## src/rtl/seq_gen_sar_if.sv

```systemverilog
// Handshake/bus bundle for seq_gen_sar: burst control in, serial frame and status out.
interface seq_gen_sar_if;
   logic       start;
   logic [3:0] rep_cnt;
   logic       abort;
   logic       seq_out;
   logic       seq_valid;
   logic       busy;
   logic       done;
   logic [3:0] seq_num;

   modport master (
      output start, rep_cnt, abort,
      input  seq_out, seq_valid, busy, done, seq_num
   );

   modport slave (
      input  start, rep_cnt, abort,
      output seq_out, seq_valid, busy, done, seq_num
   );
endinterface

```

## src/rtl/seq_gen_sar.sv

```systemverilog
// Burst serial frame generator: sends PATTERN MSB-first rep_cnt times, then pulses done.
// Define SEQ_GEN_GUARD_EN to insert one guard bit (GAP state) between frames of a burst.
module seq_gen_sar #(
   parameter logic [4:0] PATTERN = 5'b11011
) (
   input  logic          clk,
   input  logic          reset,
   seq_gen_sar_if.slave  bus
);

`ifdef SEQ_GEN_GUARD_EN
   typedef enum logic [1:0] {IDLE, SHIFT, GAP, DONE} state_t;
`else
   typedef enum logic [1:0] {IDLE, SHIFT, DONE} state_t;
`endif

   state_t     state_q;
   logic [2:0] idx_q;
   logic [3:0] rep_q;
   logic [3:0] frm_cnt_q;
   logic [3:0] seq_num_q;
   logic       seq_out_q;
   logic       seq_valid_q;
   logic       busy_q;
   logic       done_q;

   logic [3:0] seq_num_d;
   logic [3:0] frm_cnt_d;
   logic [3:0] rep_d;
   logic       last_frame;

   always_comb begin
      seq_num_d  = (seq_num_q == 4'd9) ? 4'd0 : seq_num_q + 4'd1;
      frm_cnt_d  = frm_cnt_q + 4'd1;
      last_frame = (frm_cnt_d == rep_q);
      rep_d      = (bus.rep_cnt == 4'd0) ? 4'd1 : bus.rep_cnt;
   end

   always_ff @(posedge clk) begin
      if (reset) begin
         state_q     <= IDLE;
         idx_q       <= 3'd4;
         rep_q       <= 4'd0;
         frm_cnt_q   <= 4'd0;
         seq_num_q   <= 4'd0;
         seq_out_q   <= 1'b0;
         seq_valid_q <= 1'b0;
         busy_q      <= 1'b0;
         done_q      <= 1'b0;
      end else begin
         case (state_q)
            IDLE: begin
               seq_out_q   <= 1'b0;
               seq_valid_q <= 1'b0;
               done_q      <= 1'b0;
               busy_q      <= 1'b0;
               idx_q       <= 3'd4;
               frm_cnt_q   <= 4'd0;
               // abort has priority over start while idle
               if (bus.start && !bus.abort) begin
                  state_q     <= SHIFT;
                  rep_q       <= rep_d;
                  seq_out_q   <= PATTERN[4];
                  seq_valid_q <= 1'b1;
                  busy_q      <= 1'b1;
               end
            end

            SHIFT: begin
               if (bus.abort) begin
                  state_q     <= IDLE;
                  seq_out_q   <= 1'b0;
                  seq_valid_q <= 1'b0;
                  busy_q      <= 1'b0;
                  idx_q       <= 3'd4;
                  frm_cnt_q   <= 4'd0;
               end else if (idx_q != 3'd0) begin
                  idx_q     <= idx_q - 3'd1;
                  seq_out_q <= PATTERN[idx_q - 3'd1];
               end else begin
                  seq_num_q <= seq_num_d;
                  frm_cnt_q <= frm_cnt_d;
                  idx_q     <= 3'd4;
                  if (last_frame) begin
                     state_q     <= DONE;
                     seq_out_q   <= 1'b0;
                     seq_valid_q <= 1'b0;
                     done_q      <= 1'b1;
                  end else begin
`ifdef SEQ_GEN_GUARD_EN
                     state_q     <= GAP;
                     seq_out_q   <= 1'b0;
                     seq_valid_q <= 1'b1;
`else
                     state_q     <= SHIFT;
                     seq_out_q   <= PATTERN[4];
                     seq_valid_q <= 1'b1;
`endif
                  end
               end
            end

`ifdef SEQ_GEN_GUARD_EN
            GAP: begin
               if (bus.abort) begin
                  state_q     <= IDLE;
                  seq_out_q   <= 1'b0;
                  seq_valid_q <= 1'b0;
                  busy_q      <= 1'b0;
                  frm_cnt_q   <= 4'd0;
               end else begin
                  state_q     <= SHIFT;
                  seq_out_q   <= PATTERN[4];
                  seq_valid_q <= 1'b1;
               end
               idx_q <= 3'd4;
            end
`endif

            DONE: begin
               state_q     <= IDLE;
               seq_out_q   <= 1'b0;
               seq_valid_q <= 1'b0;
               done_q      <= 1'b0;
               busy_q      <= 1'b0;
               idx_q       <= 3'd4;
               frm_cnt_q   <= 4'd0;
            end

            default: begin
               state_q     <= IDLE;
               seq_out_q   <= 1'b0;
               seq_valid_q <= 1'b0;
               done_q      <= 1'b0;
               busy_q      <= 1'b0;
               idx_q       <= 3'd4;
               frm_cnt_q   <= 4'd0;
            end
         endcase
      end
   end

   assign bus.seq_out   = seq_out_q;
   assign bus.seq_valid = seq_valid_q;
   assign bus.busy      = busy_q;
   assign bus.done      = done_q;
   assign bus.seq_num   = seq_num_q;

endmodule

```

## src/flat_wrapper.sv

```systemverilog
// flat-port wrapper written by rule: the top's interface ports become plain ports
module seq_gen_sar_flat 
#(
   parameter logic [4:0] PATTERN = 5'b11011
)
  (clk, reset, bus_start, bus_rep_cnt, bus_abort, bus_seq_out, bus_seq_valid, bus_busy, bus_done, bus_seq_num);
  seq_gen_sar_if bus_i ();
  input  logic clk;
  input  logic reset;
  input wire logic [$bits(bus_i.start)-1:0] bus_start;
  input wire logic [$bits(bus_i.rep_cnt)-1:0] bus_rep_cnt;
  input wire logic [$bits(bus_i.abort)-1:0] bus_abort;
  output wire logic [$bits(bus_i.seq_out)-1:0] bus_seq_out;
  output wire logic [$bits(bus_i.seq_valid)-1:0] bus_seq_valid;
  output wire logic [$bits(bus_i.busy)-1:0] bus_busy;
  output wire logic [$bits(bus_i.done)-1:0] bus_done;
  output wire logic [$bits(bus_i.seq_num)-1:0] bus_seq_num;
  assign bus_i.start = bus_start;
  assign bus_i.rep_cnt = bus_rep_cnt;
  assign bus_i.abort = bus_abort;
  assign bus_seq_out = bus_i.seq_out;
  assign bus_seq_valid = bus_i.seq_valid;
  assign bus_busy = bus_i.busy;
  assign bus_done = bus_i.done;
  assign bus_seq_num = bus_i.seq_num;
  seq_gen_sar #(.PATTERN(PATTERN)) u_core (.clk(clk), .reset(reset), .bus(bus_i));
endmodule
```

## config.mk

```make
export PLATFORM = sky130hd
export DESIGN_NAME = seq_gen_sar_flat
export DESIGN_NICKNAME = d
export VERILOG_FILES = /design/src/rtl/seq_gen_sar_if.sv /design/src/rtl/seq_gen_sar.sv /design/src/flat_wrapper.sv
export SDC_FILE = /design/constraint.sdc
export NUM_CORES = 1
export LEC_CHECK = 0
export ABC_AREA = 0
export BUFFER_PORTS_ARGS = -buffer_cell sky130_fd_sc_hd__buf_4
export CAP_MARGIN = 5
export CORE_MARGIN = 3
export CORE_UTILIZATION = 40
export CTS_BUF_LIST = sky130_fd_sc_hd__clkbuf_16
export CTS_CLUSTER_SIZE = 25
export DETAILED_ROUTE_END_ITERATION = 8
export MAX_ROUTING_LAYER = met4
export PLACE_DENSITY_LB_ADDON = 0.12
export SLEW_MARGIN = 20
export SYNTH_ARGS = -nofsm -noshare
export SYNTH_HDL_FRONTEND = slang
export SYNTH_SLANG_ARGS = --single-unit
```

## constraint.sdc

```tcl
create_clock -name clk -period 2 [get_ports clk]
set_input_delay 0.1 -clock clk [delete_from_list [all_inputs] [get_ports clk]]
set_output_delay 0.1 -clock clk [all_outputs]
set_load 0.02 [all_outputs]
```

==> flow_metrics.py <==
metrics = {
    "run_status": {
        "status": "finished, final reports clean",
    },
    "synthesis": {
        "share_of_synthesized_cell_area_in_and_or_nand_and_nor_gates_pct": 24.6,
        "synth_largest_type_area_fraction_pct": 43.0,
        "async_flop_share_pct": 0,
        "synth.area.mux_share_pct": 3.07,
        "post_synth_num_cell_types": 32,
        "synth-compound-area-share_pct": 13.7,
        "dominant_combinational_cell_family_by_area_after_synthesis": "simple AND/OR/NAND/NOR gates",
        "post_synth_inst_count": 105,
        "syn_nets": 117,
        "synthAdderAreaFrac_pct": 5.12,
        "yosysWarningCount": 0,
        "synth.cell_area_um2": 978,
        "synth.most_common_cell": "sky130_fd_sc_hd__dfxtp_1",
        "syn_area_per_cell_um2": 9.32,
        "flip_flop_and_latch_count_after_synthesis": 21,
        "seq_area_frac_synth_pct": 43.0,
        "yosys.area_share.xor_xnor_pct": 8.06,
        "synth-main-ff-cell": "sky130_fd_sc_hd__dfxtp_1",
        "synth_area_leaders": "sky130_fd_sc_hd__dfxtp_1 43%, sky130_fd_sc_hd__xor2_1 5.4%, sky130_fd_sc_hd__ha_1 5.1%",
        "synth.cells.most_frequent": "21 x sky130_fd_sc_hd__dfxtp_1, 11 x sky130_fd_sc_hd__nor2_1, 7 x sky130_fd_sc_hd__a21oi_1, 7 x sky130_fd_sc_hd__nand2_1",
        "synth-edff-count": 0,
        "synth_top_cell_by_area": "sky130_fd_sc_hd__dfxtp_1",
    },
    "route": {
        "routed_wire_length_per_instance_um": 12.6,
        "met2RoutedLength_um": 875,
        "detailroute.wirelength.met3_um": 106,
        "detailroute.via_count": 783,
        "dr.pass1.iters": 4,
        "topRoutingLayerUsed": "met4",
        "first_iter_violations": 7,
        "wirelength_met1_um": 882,
        "post_drt_via_cell_ratio": 5.19,
        "totalWireLength_um": 1900,
        "postRouteAntennaNets": 0,
        "drt_drc_violations_left": 0,
    },
    "clock_network": {
        "tritoncts": "yes",
        "cts_buffers": 3,
        "cts_resized": 0,
        "clock-root-buffer": "sky130_fd_sc_hd__clkbuf_16",
        "path_clk_slew_ns": 0.06,
        "h_tree_depth": 1,
        "cts_hold_buf": 0,
        "cts.sinks": 21,
        "clock_buffer_depth": 2,
        "clk_latency_ns": 0.26,
        "post_cts.repair.setup_buffers": 0,
    },
    "cells_and_area": {
        "antenna_cells_inserted": 0,
        "layout-drive-gt1-share_pct": 19.5,
        "final_nets": 136,
        "area_delta_synth_final_pct": 23.7,
        "final_area_mm2": 0.00121,
        "layout.filler_cells": 213,
    },
    "power": {
        "sequentialPowerShare_pct": 46.6,
        "pwr-share-clk_pct": 46.0,
        "internal_power_mw": 0.733,
        "switching_power_mw": 0.202,
        "power.switching_fraction_pct": 21.6,
        "comb_power_share_pct": 7.5,
        "leakagePower_nw": 0.490,
        "power_density_mw_per_mm2": 772,
        "power.ir.vdd_worst_mv": 0.807,
    },
    "setup_path": {
        "crit_path_max_fanout": 5,
        "cpLargestDelayFamily": "compound AO/OA/AOI/OAI gates",
        "arrival_ns": 1.96,
        "cp_data_required_time_ns": 2.12,
        "worst-setup-path-type": "reg2reg",
        "reg2regPathDepth": 5,
        "cells_traversed_along_the_worst_timing_path": "ha_1, xor2_1, or3_1, a311oi_2, o21ai_0",
        "crit_slowest_cell": "sky130_fd_sc_hd__a311oi_2",
        "crit_path_max_incr_delay_ns": 0.42,
        "setup.worst_path.end_class": "flip-flop",
        "startpoint_type_of_the_worst_setup_path": "flip-flop",
        "crit_cells": 5,
        "critical_path_buf_inv_count": 0,
    },
    "timing": {
        "worst_pin_slew_ns": 0.642,
        "timing.final.max_slew_violations": 0,
        "setup_total_negative_slack_ns": 0,
        "layout_worst_path_cycle_share_pct": 91.9,
        "period_needed_ns": 1.84,
        "final-hold-violation-count": 0,
        "unrepaired_setup_endpoints_after_global_routing": "false",
        "whs_ns": 0.0858,
        "relSlewSlack_pct": 57.0,
        "setup_viol": 0,
        "finalClockSkew_ns": 0.00217,
        "timing.fmax_mhz": 544,
    },
    "floorplan": {
        "fp.dieH_um": 55.5,
        "initial_utilization_pct": 43.0,
        "number_of_rows_created_at_floorplan": 17,
        "pin_count": 16,
        "die_w_um": 55.5,
        "die_area_mm2": 0.00308,
        "placeableCoreArea_mm2": 0.00228,
    },
    "placement": {
        "hpwl_um": 1440,
        "gp_routability_congestion": 0.772,
        "post_dp_cell_area_mm2": 0.00113,
        "port_buffers": 15,
    },
    "global_route": {
        "globalRoute.totalOverflow": 0,
        "all_layer_gr_usage_pct": 13.7,
        "grt_pass1_wl_um": 3230,
        "maximum_number_of_pins_on_one_net_before_global_route_repair": 14,
        "first_global_vias": 733,
        "antenna_violations_before_repair": 0,
    },
    "worst_hold_path": {
        "min-delay-path-class": "in2reg",
        "whs_path_cells": 3,
    },
    "job": {
        "drv.max_cap_violation_count": 0,
    },
}
## placed cells by master, fill, tap and decap left out, drive strengths merged, types with 2 or more instances in the layout
cell type  instances
nand3b             2
ha                 4
o21ai              4
nand4              2
nor3               2
a21oi              7
nor3b              2
xnor2              3
nand2              7
clkbuf             3
mux2i              3
inv                3
nand3              4
or3                3
xor2               6
dfxtp             21
nor2              11
buf               17
nor2b              6
## registers in the layout, indices dropped and copies added, names as in the netlist
| register | count |
|---|---|
| u_core.bus.busy | 1 |
| u_core.bus.done | 1 |
| u_core.bus.seq_num | 4 |
| u_core.bus.seq_out | 1 |
| u_core.bus.seq_valid | 1 |
| u_core.frm_cnt_q | 4 |
| u_core.idx_q | 3 |
| u_core.rep_q | 4 |
| u_core.state_q | 2 |
## path summary, 6_finish.rpt
| path | endpoint | from | slack, ns |
|---|---|---|---|
| worst min register to register | u_core.idx_q[0] | u_core.idx_q[0] | 0.46 |
| worst min-delay path | u_core.rep_q[0] | bus_rep_cnt[0] | 0.09 |
| worst max register to register | u_core.bus.seq_valid | u_core.frm_cnt_q[0] | 0.16 |
| worst max-delay path | u_core.bus.seq_valid | u_core.frm_cnt_q[0] | 0.16 |
## cells by family (layout without fill, tap and decap cells)
kind of cell    after synthesis  count (layout)
compound gates               20              20
xor+xnor                      9               9
flops                        21              21
buf+inv                       6              24
mux                           3               3
simple gates                 42              42
fa+ha+maj                     4               4
## worst register-to-register path, cell delays in order, from the launching register on
cell                       delay, ns
sky130_fd_sc_hd__dfxtp_1        0.35
sky130_fd_sc_hd__ha_1           0.24
sky130_fd_sc_hd__xor2_1         0.16
sky130_fd_sc_hd__or3_1          0.36
sky130_fd_sc_hd__a311oi_2       0.42
sky130_fd_sc_hd__o21ai_0        0.16
## through the flow
step | setup slack, ns | util [%] | std cells | power (mW)
after global routing | 0.0296 | 53.2 | 151 | 0.976
after CTS | 0.147 | 53.2 | 151 | 0.947
after detailed placement | 0.149 | 49.5 | 147 | 0.515
after floorplan | 0.308 | - | 105 | 0.487
final | 0.163 | 53.2 | 151 | 0.935
after global placement | 0.226 | 49.5 | 147 | 0.514
## final cells by class
cell class                      count  area, um^2  share of cell area (%)
Clock buffer                        3        75.1                    6.20
Inverter                            3        11.3                   0.931
Timing Repair Buffer               17         128                    10.5
Clock inverter                      1        7.51                   0.620
Multi-Input combinational cell     78         533                    44.1
Tap cell                           28        35.0                    2.90
Sequential cell                    21         420                    34.7
## power groups by stage
stage	Clock (mW)	Combinational (mW)	Sequential [mW]
4_1_cts	0.441	0.0704	0.435
6_report	0.429	0.0698	0.435
3_5_place_dp	0	0.0703	0.445
3_3_place_gp	0	0.0696	0.445
2_1_floorplan	0	0.0404	0.447
5_1_grt	0.462	0.0773	0.436
## metal layers
layer  global-route usage (%)  up-vias
met5                        -        -
li1                         -      403
met4                     6.25        0
met2                     21.1       14
met1                     15.6      362
met3                     5.61        4
(Power assumes the default switching activity.)
